--- src/rtl/regfile_wb_arbiter.sv ---
// regfile_wb_arbiter: merges execute and load results into one register-file
// write per cycle. Results are serialised in program order through a small
// FIFO, and a per-register busy scoreboard is published for decode stalls.
// Optional feature macro: REGFILE_WB_FWD_EN builds the forwarding comparators;
// without it, the fwd_* outputs are tied to zero.
module regfile_wb_arbiter #(
    parameter int DEPTH = 4
) (
    input  logic        clk_cpu,
    input  logic        reset,
    input  logic        ex_valid,
    input  logic [4:0]  ex_adrs,
    input  logic [31:0] ex_data,
    output logic        ex_ready,
    input  logic        mem_valid,
    input  logic [4:0]  mem_adrs,
    input  logic [31:0] mem_data,
    output logic        mem_ready,
    input  logic [4:0]  rd_adrs_a,
    input  logic [4:0]  rd_adrs_b,
    input  logic [4:0]  rd_adrs_c,
    output logic        wr_en,
    output logic [4:0]  wr_adrs,
    output logic [31:0] wr_data,
    output logic [31:0] busy,
    output logic        fwd_hit_a,
    output logic        fwd_hit_b,
    output logic        fwd_hit_c,
    output logic [31:0] fwd_data_a,
    output logic [31:0] fwd_data_b,
    output logic [31:0] fwd_data_c
);

    localparam int PTR_W = $clog2(DEPTH);
    localparam int CNT_W = PTR_W + 1;

    logic [4:0]       q_adrs [DEPTH];
    logic [31:0]      q_data [DEPTH];
    logic [PTR_W-1:0] head;
    logic [PTR_W-1:0] tail;
    logic [CNT_W-1:0] cnt;

    logic        ex_acc;
    logic        mem_acc;
    logic        iss_en;
    logic [4:0]  iss_adrs;
    logic [31:0] iss_data;
    logic        pop;
    logic        push0_en;
    logic [4:0]  push0_adrs;
    logic [31:0] push0_data;
    logic        push1_en;
    logic [4:0]  push1_adrs;
    logic [31:0] push1_data;
    logic [1:0]  n_push;
    logic [31:0] busy_c;

    // Readiness looks at occupancy only; mem keeps one slot spare for ex.
    assign ex_ready  = (cnt <= CNT_W'(DEPTH - 1));
    assign mem_ready = (cnt <= CNT_W'(DEPTH - 2));

    // Writes to $0 are accepted but dropped here, so they never queue or issue.
    assign ex_acc  = ex_valid && ex_ready && (ex_adrs != 5'd0);
    assign mem_acc = mem_valid && mem_ready && (mem_adrs != 5'd0);

    // Pick the oldest candidate (head, then load, then ex) and queue the rest.
    always_comb begin
        iss_en     = 1'b0;
        iss_adrs   = wr_adrs;
        iss_data   = wr_data;
        pop        = 1'b0;
        push0_en   = 1'b0;
        push0_adrs = mem_adrs;
        push0_data = mem_data;
        push1_en   = 1'b0;
        push1_adrs = ex_adrs;
        push1_data = ex_data;
        if (cnt != '0) begin
            iss_en   = 1'b1;
            iss_adrs = q_adrs[head];
            iss_data = q_data[head];
            pop      = 1'b1;
            if (mem_acc) begin
                push0_en = 1'b1;
                push1_en = ex_acc;
            end else if (ex_acc) begin
                push0_en   = 1'b1;
                push0_adrs = ex_adrs;
                push0_data = ex_data;
            end
        end else if (mem_acc) begin
            iss_en   = 1'b1;
            iss_adrs = mem_adrs;
            iss_data = mem_data;
            if (ex_acc) begin
                push0_en   = 1'b1;
                push0_adrs = ex_adrs;
                push0_data = ex_data;
            end
        end else if (ex_acc) begin
            iss_en   = 1'b1;
            iss_adrs = ex_adrs;
            iss_data = ex_data;
        end
        n_push = {1'b0, push0_en} + {1'b0, push1_en};
    end

    // FIFO storage; payload needs no reset because occupancy qualifies it.
    always_ff @(posedge clk_cpu) begin
        if (push0_en) begin
            q_adrs[tail] <= push0_adrs;
            q_data[tail] <= push0_data;
        end
        if (push1_en) begin
            q_adrs[tail + PTR_W'(1)] <= push1_adrs;
            q_data[tail + PTR_W'(1)] <= push1_data;
        end
    end

    // Pointers, occupancy and the registered write port.
    always_ff @(posedge clk_cpu or posedge reset) begin
        if (reset) begin
            head    <= '0;
            tail    <= '0;
            cnt     <= '0;
            wr_en   <= 1'b0;
            wr_adrs <= 5'd0;
            wr_data <= 32'd0;
        end else begin
            head  <= head + PTR_W'(pop);
            tail  <= tail + PTR_W'(n_push);
            cnt   <= cnt + CNT_W'(n_push) - CNT_W'(pop);
            wr_en <= iss_en;
            if (iss_en) begin
                wr_adrs <= iss_adrs;
                wr_data <= iss_data;
            end
        end
    end

    // Scoreboard: a register is busy while queued or sitting on the write port.
    always_comb begin
        busy_c = '0;
        if (wr_en) busy_c[wr_adrs] = 1'b1;
        for (int k = 0; k < DEPTH; k++) begin
            if (CNT_W'(k) < cnt) busy_c[q_adrs[head + PTR_W'(k)]] = 1'b1;
        end
        busy_c[0] = 1'b0;
    end
    assign busy = busy_c;

`ifdef REGFILE_WB_FWD_EN
    logic [4:0]  rd_sel  [3];
    logic        hit_c   [3];
    logic [31:0] dat_c   [3];

    assign rd_sel[0] = rd_adrs_a;
    assign rd_sel[1] = rd_adrs_b;
    assign rd_sel[2] = rd_adrs_c;

    // Forwarding: scan oldest to youngest so the youngest match wins.
    always_comb begin
        for (int p = 0; p < 3; p++) begin
            hit_c[p] = 1'b0;
            dat_c[p] = 32'd0;
            if (rd_sel[p] != 5'd0) begin
                if (wr_en && (wr_adrs == rd_sel[p])) begin
                    hit_c[p] = 1'b1;
                    dat_c[p] = wr_data;
                end
                for (int k = 0; k < DEPTH; k++) begin
                    if ((CNT_W'(k) < cnt) && (q_adrs[head + PTR_W'(k)] == rd_sel[p])) begin
                        hit_c[p] = 1'b1;
                        dat_c[p] = q_data[head + PTR_W'(k)];
                    end
                end
            end
        end
    end

    assign fwd_hit_a  = hit_c[0];
    assign fwd_hit_b  = hit_c[1];
    assign fwd_hit_c  = hit_c[2];
    assign fwd_data_a = dat_c[0];
    assign fwd_data_b = dat_c[1];
    assign fwd_data_c = dat_c[2];
`else
    logic unused_rd;
    assign unused_rd  = ^{rd_adrs_a, rd_adrs_b, rd_adrs_c};
    assign fwd_hit_a  = 1'b0;
    assign fwd_hit_b  = 1'b0;
    assign fwd_hit_c  = 1'b0;
    assign fwd_data_a = 32'd0;
    assign fwd_data_b = 32'd0;
    assign fwd_data_c = 32'd0;
`endif

endmodule

--- config.mk ---
export PLATFORM = sky130hd
export DESIGN_NAME = regfile_wb_arbiter
export DESIGN_NICKNAME = d
export VERILOG_FILES = /design/src/rtl/regfile_wb_arbiter.sv
export SDC_FILE = /design/constraint.sdc
export NUM_CORES = 1
export LEC_CHECK = 0
export BUFFER_PORTS_ARGS = -buffer_cell sky130_fd_sc_hd__buf_2
export CAP_MARGIN = 20
export CORE_MARGIN = 4
export CORE_UTILIZATION = 49
export DETAILED_ROUTE_END_ITERATION = 7
export PLACE_DENSITY = 0.73
export SETUP_SLACK_MARGIN = 0.02
export SYNTH_ARGS = -nofsm -noshare
export SYNTH_HDL_FRONTEND = slang
export SYNTH_SLANG_ARGS = --single-unit
--- constraint.sdc ---
create_clock -name clk_cpu -period 4.71 [get_ports clk_cpu]
set_clock_uncertainty 0.1 [all_clocks]
set_input_delay 0.942 -clock clk_cpu [delete_from_list [all_inputs] [get_ports clk_cpu]]
set_output_delay 0.942 -clock clk_cpu [all_outputs]
set_load 0.01 [all_outputs]
## Yosys cells after proc, flatten, opt, wreduce, memory -nomap -nowiden

Memories as Yosys holds them, arrays and structs flattened.
Cells that the tools add are included.

| cells by class | value |
|---|---|
| add/sub/neg operators | 9 |
| order comparisons | 16 |
| muxes and demuxes | 41 |
| bitwise logic cells | 4 |
| reduce and logical (&&, ||, !) cells | 14 |

Operator list:

| operator | count |
|---|---|
| 32-bit 2-to-1 mux | 12 |
| 32-bit bitwise OR | 4 |
| 5-bit 2-to-1 mux | 7 |
| 5-bit by 6-bit less-than comparator with 1-bit output, second input constant | 5 |
| 1-bit demux with 5-bit select | 5 |
| 5-bit by 1-bit greater-or-equal comparator with 1-bit output, second input constant | 5 |
| 1-bit 2-to-1 mux | 17 |
| 5-bit nonzero test | 2 |
| 1-bit logical AND | 9 |
| 3-bit by 2-bit <= comparator with 1-bit output, second input constant | 2 |
| 1-bit by 3-bit less-than comparator with 1-bit output, first input constant | 2 |
| 2-bit by 3-bit less-than comparator with 1-bit output, first input constant | 2 |
| 3-bit nonzero test | 2 |
| 2-bit by 1-bit adder with 2-bit output, second input constant | 2 |
| 2-bit adder, second input constant | 2 |
| 3-bit by 2-bit adder with 3-bit output | 1 |
| 3-bit by 1-bit subtractor with 3-bit output | 1 |
| 1-bit by 1-bit adder with 2-bit output | 1 |
| 2-bit by 1-bit adder with 2-bit output | 1 |
| 2-bit adder | 1 |
| 2-bit AND reduction | 1 |

| word-level totals | value |
|---|---|
| register bits | 45 |
| RAM bits | 148 |
| input bits | 93 |
| word-level logic and storage cells | 92 |
| memories | 2 |

Memory list:

| name | depth | bits a word | rd ports | clocked after Yosys merged registers in | write ports | line | source |
|---|---|---|---|---|---|---|---|
| q_data | 4 | 32 | 1 | 0 | 2 | 38 | `logic [31:0] q_data [DEPTH];` |
| q_adrs | 4 | 5 | 4 | 0 | 2 | 37 | `logic [4:0] q_adrs [DEPTH];` |

## Depth between registers and ports, before layout

| depth | value |
|---|---|
| depth after elaboration | 13 |
| mapped depth | 15 |

## Worst setup path after synthesis

OpenSTA, ideal clock, no wires.

| path | value |
|---|---|
| path kind | input port to flip-flop |
| from | input ex_valid |
| to | memory q_adrs[3][0] (enable) |
| setup time | 436 ps |
| arrival time | 3,609 ps |
| setup slack | 565 ps |
| stages on the path | 7 |
| path buffers | 2 |
| cells stage by stage | nor2b_1 > buf_2 > o21ai_1 > buf_4 > maj3_1 > a2bb2oi_1 > nor2b_1 |

RTL lines:

| item | line | source |
|---|---|---|
| start: declaration | 11 | `input logic ex_valid,` |
| end: declaration | 37 |  |

## Worst setup path in the final report

| path | value |
|---|---|
| from | register head[0] |
| to | output busy[19] |

| between the ends | value |
|---|---|
| cells in the longest elaborated chain, start to end | 13 |
| elaborated cells between the ends (all ways) | 32 |
| classes of those cells | add/sub: 3; order compare: 8; mux: 12; bitwise: 4; reduce/logical: 4; memory: 1 |

RTL lines:

| item | line | source |
|---|---|---|
| start: declaration | 39 | `logic [PTR_W-1:0] head;` |
| start signal: assignment | 130 | `head <= head + PTR_W'(pop);` |
| memory 4 x 5 bit * | - |  |
| 5-bit by 6-bit less-than comparator with 1-bit output (not written as such) or 5-bit by 1-bit greater-or-equal comparator with 1-bit output (tied branches) | 146 | `if (CNT_W'(k) < cnt) busy_c[q_adrs[head + PTR_W'(k)]] = 1'b1;` |
| 1-bit logical AND (not written as such) | 146 |  |
| 1-bit 2-to-1 mux (not written as such) | 146 |  |
| 1-bit demux with 5-bit select | 146 |  |
| 32-bit bitwise OR (no source line) | - |  |
| 32-bit 2-to-1 mux | 146 |  |
| 32-bit bitwise OR (no source line) | - |  |
| 32-bit 2-to-1 mux | 146 |  |
| 32-bit bitwise OR (no source line) | - |  |
| 32-bit 2-to-1 mux | 146 |  |
| 32-bit bitwise OR (no source line) | - |  |
| 32-bit 2-to-1 mux * | 146 |  |
| end: declaration | 25 | `output logic [31:0] busy,` |

Every way passes the cells marked *; elsewhere a longest branch is shown, timed or not.

==> impl_metrics.toml <==
[status]
status = "finished clean"

[synthesis]
synth_area_mm2 = 0.0124
synth.most_common_cell = "edfxtp_1"
ys_types = 58
synth-seq-area-share_pct = 44.9
synth_top_area_share_pct = 35.8
synth_async_sr_flop_share_pct = 23.3
yosysTopAreaCell = "edfxtp_1"
ys.flop_type = "edfxtp_1"
yosysWarnings = 0
synth.area.top_cells = "edfxtp_1 36%, dfrtp_1 9.1%, mux4_2 8.9%"
avgSynthCellArea_um2 = 12.5
ys_ff_latch = 193
synth_commonest_cells = "148 x edfxtp_1, 108 x buf_4, 75 x mux2_1"
synthCells = 992
synth_enable_flop_cells = 148

[die]
die-area_mm2 = 0.0279
io-pin-count = 264
num_rows = 57
die_h_um = 167
coreArea_mm2 = 0.0246
die_w_um = 167
start_util_pct = 50.4

[setup_path]
r2r-start = "cnt[2]"
crit_slowest_cell = "dfrtp_4"
end_kind = "output port"
crit_path_max_incr_delay_ns = 0.67
startpoint_type = "flip-flop"
reg2reg_slack_ns = 0.94
endpoint = "busy[19]"
worstPathMaxFanout = 24
r2r-end = "q_data[0][28]"
worstPathRequired_ns = 3.67
startpoint = "head[0]"
crit_arrival_ns = 3.07
cp_common_cell = "nor2b_1"
path_class = "reg2out"
r2r_cells = 6
crit_chain = "mux4_2 > nor2b_1 > nor2b_1 > a22oi_1 > nand3_1 > buf_2"

[placement]
place_inst = 1420
io_buffers = 148
gp_congestion = 0.961
dp_hpwl_mm = 21.7

[power_and_ir_drop]
fin_total_pwr_mw = 9.31
switching_share_pct = 42.3
ir_worst_vdd_mv = 0.363
leakagePower_nw = 5.53
powerDensity_mw_per_mm2 = 683
p_int_mw = 5.37
seqPwrFrac_pct = 31.4
clkPwrFrac_pct = 15.3
pwr-share-comb_pct = 53.4
p_switching_mw = 3.94

[global_routing]
gr-total-overflow = 0
grt_pass1_vias = 8750
grt_max_degree = 75
antenna_found_initial = 4
grt_usage_pct = 22.8
grt_pass1_wl_mm = 50.4

[drt]
first_pass_iters = 6
viasPerCell = 5.99
num_vias = 8697
ant_nets = 0
initialDrtViolationCount = 893
drc = 0
drt-total-wl_mm = 32.6
drt-wirelength-per-cell_um = 22.5

[timing]
hold_viol_final = 0
rsz0062_at_grt = "false"
hold_ws_ns = 0.413
fmax_mhz = 243
tightest_slew_ns = 1.06
slew_headroom_pct = 29.6
period_share_pct = 87.4
final.setup.tns_ns = 0
slew_viol_final = 0
report.final.setup_viol = 0
min_period_ns = 4.12

[clock_network]
htreeDepth = 4
postCtsSetupRepairBufs = 0
holdBufCountCts = 0
clk_latency_ns = 0.43
tritoncts = "done"
clockBufferDepth = 2
cts.sink_count = 193
cts-resized-gates = 0
path_clk_slew_ns = 0.07
cts_buffers = 17
cts_root_buffer = "clkbuf_16"

[final_layout]
drive_gt1_share_pct = 30.6
syn2layout_area_growth_pct = 9.87
fin_cells = 1452
fin_nets = 1215
n_fill_cell = 2055

[min_path]
hp-class = "in2async"

[flow_run]
drv_cap = 0
==> state kept, by name, summed over array words and instances (netlist names) <==
register and flops:
cnt 3, head 2, q_adrs 20, q_data 128, tail 2, wr_adrs 5, wr_data 32, wr_en 1
==> power groups by stage <==
stage	combinational (mW)	sequential (mW)	clock [mW]
6_report	4.97	2.92	1.42
5_1_grt	5.32	2.99	1.52
4_1_cts	4.93	2.92	1.44
3_5_place_dp	4.91	2.95	0
3_3_place_gp	4.86	2.91	0
2_1_floorplan	3.55	2.84	0
==> cell type report <==
cell class / count / area [µm²] / share of cell area, %
multi-input cells: 720 / 6080 / 44.6
flip-flops and latches: 193 / 5580 / 40.9
repair buffers: 170 / 956 / 7.01
clock buffers: 22 / 464 / 3.40
well taps: 324 / 405 / 2.97
clock inverters: 9 / 108 / 0.789
inverters: 13 / 48.8 / 0.358
diodes: 1 / 2.50 / 0.0184
==> placed cells by master, fill, tap and decap left out, types with 4 or more instances in the layout <==
cell / Yosys / layout
nor3_1: 6 / 6
a211oi_1: 32 / 32
buf_12: 0 / 4
buf_2: 15 / 148
nor3b_1: 8 / 8
mux2_4: 19 / 19
nand2b_1: 4 / 4
and2_1: 6 / 6
clkbuf_16: 0 / 17
buf_4: 108 / 18
a21o_1: 36 / 36
inv_1: 13 / 11
xnor2_1: 6 / 6
conb_1: 1 / 100
mux2_2: 57 / 57
nor2b_1: 13 / 12
nand2_1: 31 / 31
o21ai_0: 4 / 4
mux2_1: 75 / 75
ha_1: 6 / 6
nand3_1: 56 / 56
mux4_2: 49 / 49
nor2_1: 64 / 63
dfrtp_1: 45 / 43
o22ai_1: 4 / 4
a21oi_1: 4 / 4
nand4_1: 9 / 9
a22oi_1: 53 / 53
mux2i_1: 36 / 36
edfxtp_1: 148 / 148
or2_2: 4 / 4
==> worst min path at each step <==
stage | to | slack [ns] | depth (start not counted)
floorplan | head[0] | 0.38 | 1
global placement | cnt[0] | 0.46 | 1
detailed placement | cnt[0] | 0.47 | 1
CTS | wr_data[0] | 0.43 | 2
global route | wr_data[0] | 0.44 | 2
finish | wr_data[0] | 0.41 | 2
==> metrics by stage <==
stage	cell area (µm²)	setup WS, ns	utilization [%]
final	13600	0.594	55.4
after global routing	13600	0.351	55.4
after CTS	13600	0.644	55.4
after detailed placement	13100	0.552	53.1
after global placement	13100	0.578	53.1
after floorplan	12800	0.565	-
==> critical path: cells and delay by family, from the launching register on <==
kind	cells	cell delay, ns
simple gates	3	1.08
flops	1	0.67
mux	1	0.64
compound gates	1	0.10
buf+inv	1	0.14
==> logic make-up (layout without fill, tap and decap cells) <==
kind of cell,count (synthesis),after routing,share of synthesized area [%]
muxes,236,236,26.1
and+or+nand+nor,218,218,8.71
DFF,193,193,44.9
buffers and inverters,178,214,9.62
AOI/OAI and AO/OA,151,151,9.35
adders and majority gates,8,8,0.847
xor gates and xnor gates,7,7,0.494
other,1,101,0.0302
==> layer usage <==
layer	track usage [%]	routed length (µm)	up-vias
met2	38.6	16000	507
met1	29.0	12600	4262
met4	7.09	823	8
met5	0	54	-
met3	5.94	3200	77
li1	-	-	3843
(Power assumes the default switching activity.)
